$ cat config.mk
export PLATFORM = sky130hd
export DESIGN_NAME = pipe_pack
export DESIGN_NICKNAME = d
export VERILOG_FILES = /design/src/rtl/pipe_pack.sv
export SDC_FILE = /design/constraint.sdc
export NUM_CORES = 1
export LEC_CHECK = 0
export CAP_MARGIN = 20
export CORE_UTILIZATION = 25
export CTS_CLUSTER_DIAMETER = 150
export DETAILED_ROUTE_END_ITERATION = 10
export PLACE_DENSITY = 0.54
export REMOVE_ABC_BUFFERS = 1
export SLEW_MARGIN = 20
export SYNTH_ARGS = -nofsm -noshare
export SYNTH_HDL_FRONTEND = slang
export SYNTH_SLANG_ARGS = --single-unit
export TNS_END_PERCENT = 100
$ cat constraint.sdc
create_clock -name clk -period 1.98 [get_ports clk]
set_input_delay 0.396 -clock clk [delete_from_list [all_inputs] [get_ports clk]]
set_output_delay 0.396 -clock clk [all_outputs]
set_load 0.05 [all_outputs]
$ cat src/rtl/pipe_pack.sv
// pipe_pack: gathers RATIO narrow input beats into one wide output word.
// A beat carrying in_last closes the word early so packets never share a word.
module pipe_pack #(
  parameter int IN_WIDTH = 64,
  parameter int RATIO    = 4,
  localparam int OUT_WIDTH = IN_WIDTH * RATIO
) (
  input  logic                 clk,
  input  logic                 reset,
  input  logic                 in_valid,
  input  logic [IN_WIDTH-1:0]  in_data,
  input  logic                 in_last,
  output logic                 in_ready,
  output logic                 out_valid,
  output logic [OUT_WIDTH-1:0] out_data,
  output logic [RATIO-1:0]     out_keep,
  output logic                 out_last,
  input  logic                 out_ready
);

  localparam int CW = $clog2(RATIO);
  localparam logic [CW-1:0] CNT_ZERO = {CW{1'b0}};
  localparam logic [CW-1:0] CNT_MAX  = CW'(RATIO - 1);

  logic [CW-1:0]        cnt_r;
  logic [CW-1:0]        cnt_nx_s;
  logic [OUT_WIDTH-1:0] data_r;
  logic [OUT_WIDTH-1:0] data_nx_s;
  logic [RATIO-1:0]     keep_r;
  logic [RATIO-1:0]     keep_nx_s;
  logic                 last_r;
  logic                 last_nx_s;
  logic                 full_r;
  logic                 full_nx_s;
  logic                 in_hs_s;
  logic                 out_hs_s;

  // A held word may be replaced in the same cycle it is retired downstream.
  assign in_ready  = !full_r || out_ready;
  assign in_hs_s   = in_valid && in_ready;
  assign out_hs_s  = full_r && out_ready;
  assign out_valid = full_r;
  assign out_data  = data_r;
  assign out_keep  = keep_r;
  assign out_last  = last_r;

  // Next-state: lane write, word completion, and retire on output handshake
  always_comb begin
    cnt_nx_s  = cnt_r;
    data_nx_s = data_r;
    keep_nx_s = keep_r;
    last_nx_s = last_r;
    full_nx_s = full_r;
    if (in_hs_s) begin
      if (cnt_r == CNT_ZERO) begin
        data_nx_s = '0;
        keep_nx_s = '0;
      end else begin
        data_nx_s = data_r;
        keep_nx_s = keep_r;
      end
      for (int k = 0; k < RATIO; k++) begin
        data_nx_s[k*IN_WIDTH +: IN_WIDTH] = (cnt_r == CW'(k)) ? in_data
                                          : data_nx_s[k*IN_WIDTH +: IN_WIDTH];
        keep_nx_s[k] = (cnt_r == CW'(k)) ? 1'b1 : keep_nx_s[k];
      end
      if ((cnt_r == CNT_MAX) || in_last) begin
        full_nx_s = 1'b1;
        last_nx_s = in_last;
        cnt_nx_s  = CNT_ZERO;
      end else begin
        full_nx_s = 1'b0;
        last_nx_s = last_r;
        cnt_nx_s  = cnt_r + CW'(1);
      end
    end else if (out_hs_s) begin
      full_nx_s = 1'b0;
    end else begin
      full_nx_s = full_r;
    end
  end

  // State registers with synchronous reset
  always_ff @(posedge clk) begin
    if (reset) begin
      cnt_r  <= CNT_ZERO;
      data_r <= '0;
      keep_r <= '0;
      last_r <= 1'b0;
      full_r <= 1'b0;
    end else begin
      cnt_r  <= cnt_nx_s;
      data_r <= data_nx_s;
      keep_r <= keep_nx_s;
      last_r <= last_nx_s;
      full_r <= full_nx_s;
    end
  end

endmodule

==> impl_metrics.tcl <==
set metrics [dict create \
    clockBufferDepth 3 \
    placedCellCount 1518 \
    synthTopCellsByCount "dfxtp_1, a22o_1, nand2b_1" \
    tightest_slew_ns 0.554 \
    crit_buf_inv 1 \
    synthFlopType "dfxtp_1" \
    hold_class "in -> reg" \
    critPathLaunchType "flip-flop" \
    ant_nets 0 \
    drt-initial-drc-count 258 \
    place.gp.congestion 0.731 \
    grt_setup_unrepaired "false" \
    critPathMaxFanout 2 \
    rows 70 \
    outcome "finished clean" \
    critPathArrivalTime_ns 1.51 \
    worst_slack_ns 0.0753 \
    path_delay_family "buffers and inverters" \
    p_leak_nw 6.34 \
    cp-end-kind "primary output" \
    pre_cts_slack_ns -0.0472 \
    syn-cell-area_um2 9270 \
    fin_cells 1574 \
    synthToLayoutAreaGrowth_pct 47.2 \
    overflow 0 \
    critPathSlowestCell "dlygate4sd2_1" \
    power.density_nw_per_um2 932 \
    cts.clk_slew.worst_paths_ns 0.05 \
    ctsResizeCount 199 \
    skew_ns 0.0146 \
    fmax_mhz 525 \
    timing.final.max_slew_violations 0 \
    avgRoutedWirePerCell_um 19.2 \
    die-area_um2 37900 \
    finalSetupViolations 0 \
    antenna_found_initial 0 \
    synth_most_common_cell "dfxtp_1" \
    synth_edf_count 0 \
    dr.pass1.iters 5 \
    synth-seq-area-share_pct 57.0 \
    fp.dieW_um 195 \
    dp_hpwl_mm 19.7 \
    insertion_delay_ns 0.56 \
    postSynth.asyncResetShare_pct 0 \
    p_total_mw 12.7 \
    via_per_inst 4.48 \
    fin_area_um2 13600 \
    hold_buffers 0 \
    grt_max_degree 135 \
    htree_levels 1 \
    drive_above_1_share_pct 13.6 \
    cts_tree "yes" \
    vias 7046 \
    synth_top_area_share_pct 57.0 \
    grt_pass1_vias 7190 \
    die_h_um 195 \
    initial_core_util_pct 25.4 \
    cts-buffers-inserted 30 \
    period_minus_slack_ns 1.90 \
    vdd_ir_drop_max_uv 644 \
    fin_setup_tns_ns 0 \
    place_area_um2 12900 \
    hold_ws_ns 0.279 \
    port_buffers 331 \
    finalNetCount 1157 \
    worstPathRequired_ns 1.58 \
    route.detailed.drc 0 \
    hold_viol 0 \
    maxCapViolCount 0 \
    cts.sinks 264 \
    post_cts_buffers 0 \
    ys_seq_elements 264 \
    synth_cell_types 27 \
    io_pins 332 \
    path_class "reg -> out" \
    utilization_pct 37.4 \
    synth_area_leader_cell "dfxtp_1" \
    antenna_cells 0 \
    avgSynthCellArea_um2 12.2 \
    core_um2 36500 \
    max_slew_margin_pct 63.2 \
    syn_inst 759 \
    gr-usage-all-layers_pct 15.8 \
    cts_root_buf "clkbuf_16" \
    grt_pass1_wl_mm 46.3 \
    crit_path_cell_trace "dlygate4sd2_1" \
    synthTopCellsByArea "dfxtp_1, a22o_1, nand2b_1, mux2i_1, buf_6" \
    drt_wl_total_mm 30.2 \
    timing.critical_path.slowest_cell_delay_ns 0.56 \
    ys.warnings.count 0 \
    fin_crit_sh_pct 96.2 \
]
==> layout make-up <==
| class | count | area, µm² |
|---|---|---|
| clock inverters | 9 | 80.1 |
| repair buffers | 356 | 3290 |
| flip-flops and latches | 264 | 5290 |
| inverters | 4 | 15.0 |
| well taps | 468 | 586 |
| fillers | 3654 | 22900 |
| clock buffers | 47 | 916 |
| multi-input cells | 426 | 3480 |
==> power breakdown <==
group | leakage (nW) | internal (mW) | total (mW) | switching, mW
Clock | 0.491 | 3.29 | 5.54 | 2.25
Sequential | 2.14 | 5.47 | 5.54 | 0.0779
Combinational | 3.71 | 0.550 | 1.62 | 1.07
==> layout by cell type, fill, tap and decap left out, drive strengths merged, types with 6 or more instances in the layout <==
cell | synthesis | routed
a22o | 192 | 192
buf | 47 | 90
clkbuf | 18 | 47
clkdlybuf4s50 | 0 | 67
clkinv | 0 | 7
dfxtp | 264 | 264
dlygate4sd2 | 0 | 199
ha | 6 | 6
mux2i | 65 | 65
nand2b | 132 | 132
==> worst min-delay path: stages <==
cell	delay, ns
buf_4	0.20
nand2b_1	0.13
mux2i_1	0.06
==> cell families (layout without fill, tap and decap cells) <==
| family | Yosys count | count (layout) | synth area share, % |
|---|---|---|---|
| compound gates | 207 | 207 | 19.4 |
| buf+inv | 69 | 416 | 5.67 |
| mux | 65 | 65 | 7.02 |
| flops | 264 | 264 | 57.0 |
| fa+ha+maj | 6 | 6 | 0.810 |
| simple gates | 148 | 148 | 10.0 |
==> routing by layer <==
metal	routed length [µm]	GRT usage, %	part of all wire (%)	vias up
met4	655	4.61	2.2	0
met5	0	0	0	-
li1	-	-	-	3396
met1	13900	20.8	46	3395
met3	2280	4.56	7.5	45
met2	13400	24.9	44	210
==> worst paths after layout <==
check	startpoint	endpoint	slack [ns]	depth (start not counted)
hold reg to reg	out_data[221]	out_data[221]	0.47	1
setup reg to reg	cnt_r[1]	out_data[79]	0.10	6
setup / recovery	out_data[88]	out_data[88]	0.08	1
hold / removal	reset	out_keep[0]	0.28	3
==> sequential cells by signal (all words and copies together) (netlist names) <==
| signal | flops |
|---|---|
| out_data | 256 |
| out_keep | 4 |
| cnt_r | 2 |
| out_last | 1 |
| out_valid | 1 |
No activity file was read; power rests on OpenSTA's default activity.
